**src/rtl/mem_access_sequencer_pkg.sv**
```systemverilog
// Shared instruction-class encodings for the MEM-stage access sequencer.
package mem_access_sequencer_pkg;
  localparam int INSTR_W = 5;
  localparam logic [INSTR_W-1:0] INSTR_LOAD  = 5'd1;
  localparam logic [INSTR_W-1:0] INSTR_STORE = 5'd2;

  function automatic logic is_mem_type(input logic [INSTR_W-1:0] t);
    return (t == INSTR_LOAD) || (t == INSTR_STORE);
  endfunction
endpackage

```
**src/rtl/mem_access_watchdog.sv**
```systemverilog
// Cycle counter that flags an outstanding memory access as timed out.
module mem_access_watchdog #(
  parameter int TIMEOUT_CYCLES = 255,
  parameter int TO_CNT_W       = 8
) (
  input  logic clk,
  input  logic rst_n,
  input  logic clear_i,
  input  logic active_i,
  output logic timeout_o
);
  localparam logic [TO_CNT_W-1:0] LIMIT = TO_CNT_W'(TIMEOUT_CYCLES - 1);

  logic [TO_CNT_W-1:0] cnt_q, cnt_d;

  always_comb begin
    cnt_d = cnt_q;
    if (clear_i)
      cnt_d = '0;
    else if (active_i && (cnt_q != '1))
      cnt_d = cnt_q + TO_CNT_W'(1);
  end

  always_ff @(posedge clk or negedge rst_n) begin
    if (!rst_n) cnt_q <= '0;
    else        cnt_q <= cnt_d;
  end

  // Counter shows cycles already spent, so the limit hits in the last allowed cycle.
  assign timeout_o = active_i && (cnt_q >= LIMIT);
endmodule

```
**src/rtl/mem_access_sequencer.sv**
```systemverilog
// MEM-stage load/store sequencer with pipeline stall and result mux.
// Optional watchdog abort enabled by defining MEM_TIMEOUT_EN.
module mem_access_sequencer
  import mem_access_sequencer_pkg::*;
#(
  parameter int DATA_W         = 32,
  parameter int TIMEOUT_CYCLES = 255,
  parameter int TO_CNT_W       = 8
) (
  input  logic               clk,
  input  logic               rst_n,
  input  logic               instr_valid_i,
  input  logic [INSTR_W-1:0] instr_type_i,
  input  logic [DATA_W-1:0]  addr_i,
  input  logic [DATA_W-1:0]  store_data_i,
  input  logic [DATA_W-1:0]  alu_result_i,
  output logic               mem_req_valid_o,
  input  logic               mem_req_ready_i,
  output logic               mem_req_we_o,
  output logic [DATA_W-1:0]  mem_req_addr_o,
  output logic [DATA_W-1:0]  mem_req_wdata_o,
  input  logic               mem_resp_valid_i,
  input  logic [DATA_W-1:0]  mem_resp_rdata_i,
  output logic               stall_o,
  output logic               result_valid_o,
  output logic [DATA_W-1:0]  exe_result_o,
  output logic               mem_error_o
);
  typedef enum logic [1:0] {
    S_IDLE = 2'b00,
    S_REQ  = 2'b01,
    S_WAIT = 2'b10,
    S_DONE = 2'b11
  } state_e;

  state_e              state_q, state_d;
  logic [DATA_W-1:0]   addr_q, addr_d, wdata_q, wdata_d, rdata_q, rdata_d;
  logic                we_q, we_d, err_q, err_d;
  logic                is_mem, wd_clear, wd_active, wd_timeout;

  assign is_mem = instr_valid_i && is_mem_type(instr_type_i);

  always_comb begin
    state_d         = state_q;
    addr_d          = addr_q;
    wdata_d         = wdata_q;
    we_d            = we_q;
    rdata_d         = rdata_q;
    err_d           = 1'b0;
    mem_req_valid_o = 1'b0;
    stall_o         = 1'b0;
    result_valid_o  = 1'b0;
    exe_result_o    = alu_result_i;
    wd_clear        = 1'b0;
    wd_active       = 1'b0;
    case (state_q)
      S_IDLE: begin
        result_valid_o = instr_valid_i && !is_mem;
        if (is_mem) begin
          stall_o  = 1'b1;
          addr_d   = addr_i;
          wdata_d  = store_data_i;
          we_d     = (instr_type_i == INSTR_STORE);
          wd_clear = 1'b1;
          state_d  = S_REQ;
        end
      end
      S_REQ: begin
        stall_o         = 1'b1;
        mem_req_valid_o = 1'b1;
        wd_active       = 1'b1;
        if (mem_req_ready_i) begin
          state_d = we_q ? S_DONE : S_WAIT;
        end else if (wd_timeout) begin
          rdata_d = '0;
          err_d   = 1'b1;
          state_d = S_DONE;
        end
      end
      S_WAIT: begin
        stall_o   = 1'b1;
        wd_active = 1'b1;
        // A response in the timeout cycle still completes normally.
        if (mem_resp_valid_i) begin
          rdata_d = mem_resp_rdata_i;
          state_d = S_DONE;
        end else if (wd_timeout) begin
          rdata_d = '0;
          err_d   = 1'b1;
          state_d = S_DONE;
        end
      end
      S_DONE: begin
        result_valid_o = 1'b1;
        exe_result_o   = we_q ? alu_result_i : rdata_q;
        state_d        = S_IDLE;
      end
      default: state_d = S_IDLE;
    endcase
  end

  always_ff @(posedge clk or negedge rst_n) begin
    if (!rst_n) begin
      state_q <= S_IDLE;
      addr_q  <= '0;
      wdata_q <= '0;
      we_q    <= 1'b0;
      rdata_q <= '0;
      err_q   <= 1'b0;
    end else begin
      state_q <= state_d;
      addr_q  <= addr_d;
      wdata_q <= wdata_d;
      we_q    <= we_d;
      rdata_q <= rdata_d;
      err_q   <= err_d;
    end
  end

  assign mem_req_we_o    = we_q;
  assign mem_req_addr_o  = addr_q;
  assign mem_req_wdata_o = wdata_q;

`ifdef MEM_TIMEOUT_EN
  mem_access_watchdog #(
    .TIMEOUT_CYCLES (TIMEOUT_CYCLES),
    .TO_CNT_W       (TO_CNT_W)
  ) u_watchdog (
    .clk       (clk),
    .rst_n     (rst_n),
    .clear_i   (wd_clear),
    .active_i  (wd_active),
    .timeout_o (wd_timeout)
  );
  assign mem_error_o = err_q;
`else
  logic unused_wd;
  assign wd_timeout  = 1'b0;
  assign mem_error_o = 1'b0;
  assign unused_wd   = ^{wd_clear, wd_active, err_q, TIMEOUT_CYCLES, TO_CNT_W};
`endif
endmodule

```
**config.mk**
```make
export PLATFORM = sky130hd
export DESIGN_NAME = mem_access_sequencer
export DESIGN_NICKNAME = d
export VERILOG_FILES = /design/src/rtl/mem_access_sequencer_pkg.sv /design/src/rtl/mem_access_watchdog.sv /design/src/rtl/mem_access_sequencer.sv
export SDC_FILE = /design/constraint.sdc
export NUM_CORES = 1
export LEC_CHECK = 0
export BUFFER_PORTS_ARGS = -buffer_cell sky130_fd_sc_hd__buf_2
export CORE_UTILIZATION = 30
export CTS_BUF_LIST = sky130_fd_sc_hd__clkbuf_8 sky130_fd_sc_hd__clkbuf_16
export CTS_CLUSTER_SIZE = 14
export DETAILED_ROUTE_END_ITERATION = 16
export SETUP_SLACK_MARGIN = 0.3
export SLEW_MARGIN = 20
export SYNTH_ARGS = -nofsm -noshare
export SYNTH_HDL_FRONTEND = slang
export SYNTH_SLANG_ARGS = --single-unit
```
**constraint.sdc**
```tcl
create_clock -name clk -period 2.55 [get_ports clk]
set_clock_uncertainty 0.15 [all_clocks]
set_input_delay 0.3825 -clock clk [delete_from_list [all_inputs] [get_ports clk]]
set_output_delay 0.3825 -clock clk [all_outputs]
set_load 0.02 [all_outputs]
```
==> impl_metrics.py <==
metrics = {
    "power_and_ir_drop": {
        "ir_worst_vdd_mv": 0.462,
        "power_density_mw_per_mm2": 1210,
        "p_switching_w": 0.00278,
        "combPwrFrac_pct": 50.2,
        "swShare_pct": 35.3,
        "pwr-share-clk_pct": 16.2,
        "p_int_w": 0.00510,
        "p_seq_share_pct": 33.6,
        "power.total_w": 0.00788,
        "p_leak_nw": 3.51,
    },
    "worst_setup_path": {
        "cp.required_ns": 2.02,
        "crit_path_max_incr_delay_ns": 0.39,
        "reg2reg_from": "state_q[1]$_DFFE_PN0P_",
        "crit_path_end_kind": "primary output",
        "critPathKind": "flip-flop to primary output",
        "crit_start": "state_q[1]$_DFFE_PN0P_",
        "path_common_cell": "buf_12",
        "worstPathArrival_ns": 1.76,
        "rr_worst_depth": 7,
        "cp_max_fo": 8,
        "cp-start-kind": "flip-flop",
        "critPathSlowestCell": "dfrtp_1",
        "setup.worst_path.end": "exe_result_o[9]",
        "reg2reg_slack_ns": 0.42,
        "rr_endpoint": "mem_req_wdata_o[21]$_DFFE_PN0P_",
        "path_cells": "ha_2 > nand2b_4 > buf_12 > buf_12 > mux2_4 > buf_6",
    },
    "yosys": {
        "synth-compound-area-share_pct": 0.876,
        "yosys_warnings": 0,
        "synth-simple-area-share_pct": 1.66,
        "synthMuxAreaShare_pct": 34.1,
        "ys_seq_area_share_pct": 57.8,
        "netlist_instances": 274,
        "synth_top_family_by_area": "multiplexers",
        "syn_nets": 418,
        "synthXorXnorAreaFrac_pct": 0.204,
        "synth_seq_cells": 99,
        "ys_types": 27,
        "synthAdderAreaFrac_pct": 1.75,
        "avgSynthCellArea_um2": 15.6,
        "synth_area_mm2": 0.00428,
    },
    "routing": {
        "remaining_drc_errors": 0,
        "ant_nets": 0,
        "initialDrtViolationCount": 97,
        "drtPass1Iterations": 4,
        "drt-total-wl_mm": 10.4,
        "vias_per_cell": 4.47,
        "vias": 3190,
        "drt-wirelength-per-cell_um": 14.6,
    },
    "global_route": {
        "track_usage_pct": 14.0,
        "grt_max_degree": 50,
        "globalRouteOverflowTotal": 0,
        "grt_pass1_wl_mm": 15.8,
        "antenna_found_initial": 0,
        "grt_pass1_vias": 3351,
    },
    "floorplanning": {
        "dieHeight_um": 122,
        "fp.coreArea_mm2": 0.0139,
        "row_count": 43,
        "die_area_mm2": 0.0148,
        "ios": 239,
        "start_util_pct": 30.9,
        "die_x_um": 122,
    },
    "timing": {
        "fin_crit_sh_pct": 89.8,
        "holdWs_ns": 0.110,
        "fmax_ghz": 0.437,
        "relSlewSlack_pct": 66.6,
        "hold_viol": 0,
        "tns_ns": 0,
        "rsz0062_at_grt": "true",
        "tightest_slew_ns": 0.502,
        "setup_viol": 0,
        "slew_violations": 0,
        "period_needed_ns": 2.29,
    },
    "cells_and_area": {
        "finish.utilization_pct": 46.9,
        "antenna_cells": 0,
        "nets": 674,
        "layout-drive-gt1-share_pct": 74.2,
        "finalInstanceArea_mm2": 0.00650,
        "syn_to_final_growth_pct": 51.8,
    },
    "clocking": {
        "cts_tree": "built",
        "insertion_delay_ns": 0.33,
        "clock-sinks": 99,
        "cts.clk_slew.worst_paths_ns": 0.06,
        "cts_max_path_buffers": 2,
        "cts-root-buf": "clkbuf_16",
        "cts_htree_levels": 3,
        "cts_buffers": 9,
    },
    "place": {
        "portBuffers": 237,
        "routabilityCongestion": 0.753,
        "placed_area_mm2": 0.00570,
        "hpwl_mm": 7.35,
    },
    "run": {
        "cap_violations": 0,
    },
    "outcome": {
        "run_status": "completed",
    },
    "worst_hold_path": {
        "min_path_type": "primary input to flip-flop",
    },
}
cell type report:
| cell class | count | area [um2] |
|---|---|---|
| well taps | 180 | 225 |
| flip-flops and latches | 99 | 2480 |
| inverters | 5 | 22.5 |
| clock buffers | 9 | 225 |
| multi-input cells | 155 | 1800 |
| repair buffers | 260 | 1700 |
| clock inverters | 6 | 52.6 |
| fillers | 1271 | 7380 |
layer usage:
metal,vias up,track usage [%],wire length (um)
met2,130,26.0,5740
met1,1564,14.8,3720
li1,1484,-,-
met4,0,6.25,172
met3,12,3.67,759
met5,-,0,0
how the worst min path moves through the flow:
stage / start / slack, ns / cells after the start / to
after floorplan: rst_n / -0.06 / 0 / mem_req_addr_o[0]$_DFFE_PN0P_
after global placement: rst_n / 0.16 / 1 / mem_req_addr_o[20]$_DFFE_PN0P_
after detailed placement: rst_n / 0.16 / 1 / mem_req_addr_o[20]$_DFFE_PN0P_
after CTS: addr_i[4] / 0.09 / 2 / mem_req_addr_o[4]$_DFFE_PN0P_
after global routing: addr_i[27] / 0.1 / 2 / mem_req_addr_o[27]$_DFFE_PN0P_
final: addr_i[4] / 0.11 / 2 / mem_req_addr_o[4]$_DFFE_PN0P_
flip-flops by register name, summed over array words and instances, names as in the netlist:
register         cells
mem_req_addr_o      32
mem_req_wdata_o     32
rdata_q             32
state_q              2
mem_req_we_o         1
power by group through the flow:
stage	logic, W	clock network (W)	registers [W]
final	0.00396	0.00128	0.00265
after global placement	0.00310	0	0.00264
after CTS	0.00360	0.00134	0.00266
after floorplan	0.00157	0	0.00317
after global routing	0.00422	0.00140	0.00275
after detailed placement	0.00315	0	0.00268
worst max-delay path, delay by kind of cell (launching register included):
family        cells  cell delay, ns
fa+ha+maj         1            0.21
buf+inv           3            0.40
flops             1            0.39
simple gates      1            0.10
mux               1            0.31
cells in the mapped netlist (all sizes together):
| master | n | area share, % |
|---|---|---|
| mux2 | 129 | 34 |
| dfrtp | 99 | 58 |
| buf | 14 | 2.9 |
| ha | 6 | 1.8 |
| inv | 5 | 0.44 |
| nor2 | 4 | 0.35 |
| nand2 | 2 | 0.18 |
| a211oi | 1 | 0.18 |
| a21oi | 1 | 0.12 |
| a222oi | 1 | 0.23 |
| a31oi | 1 | 0.15 |
| a41oi | 1 | 0.20 |
| and3 | 1 | 0.15 |
| and4 | 1 | 0.20 |
| clkbuf | 1 | 0.088 |
| conb | 1 | 0.088 |
| mux2i | 1 | 0.23 |
| nand2b | 1 | 0.15 |
| nand3 | 1 | 0.12 |
| nand4 | 1 | 0.15 |
| nor3 | 1 | 0.38 |
| xor2 | 1 | 0.20 |
logic make-up after synthesis:
| family | after synthesis |
|---|---|
| mux | 130 |
| flops | 99 |
| buf+inv | 20 |
| simple gates | 12 |
| fa+ha+maj | 6 |
| compound gates | 5 |
| other cells | 1 |
| xor+xnor | 1 |
cells in the final DEF (no fill, tap or decap), types with 4 or more instances in the layout:
cell type  netlist  layout
dfrtp_1         99      99
clkbuf_16        0      10
mux2_1          11       9
buf_2            4     204
mux2_2         118      89
buf_12           0       6
buf_6            1      33
buf_4            1      13
ha_1             6       4
mux2_4           0      31
inv_1            5       8
nor2_1           4       4
metrics by stage:
stage / cells / setup slack [ns]
finish: 714 / 0.260
CTS: 713 / 0.199
global route: 714 / 0.207
floorplan: 274 / 0.430
detailed placement: 686 / 0.333
global placement: 686 / 0.405
timing repair:
| item | CTS | global route |
|---|---|---|
| pin swaps | 1 | 1 |
| setup buffers | 9 | 0 |
| gates cloned | 2 | 1 |
| hold buffers | 1 | 0 |
| endpoints found under the hold margin | 22 | 0 |
| setup endpoints to repair | 33 | 64 |
| gates resized for setup | 37 | 68 |
Note: power is estimated with default switching activity, not from simulation.
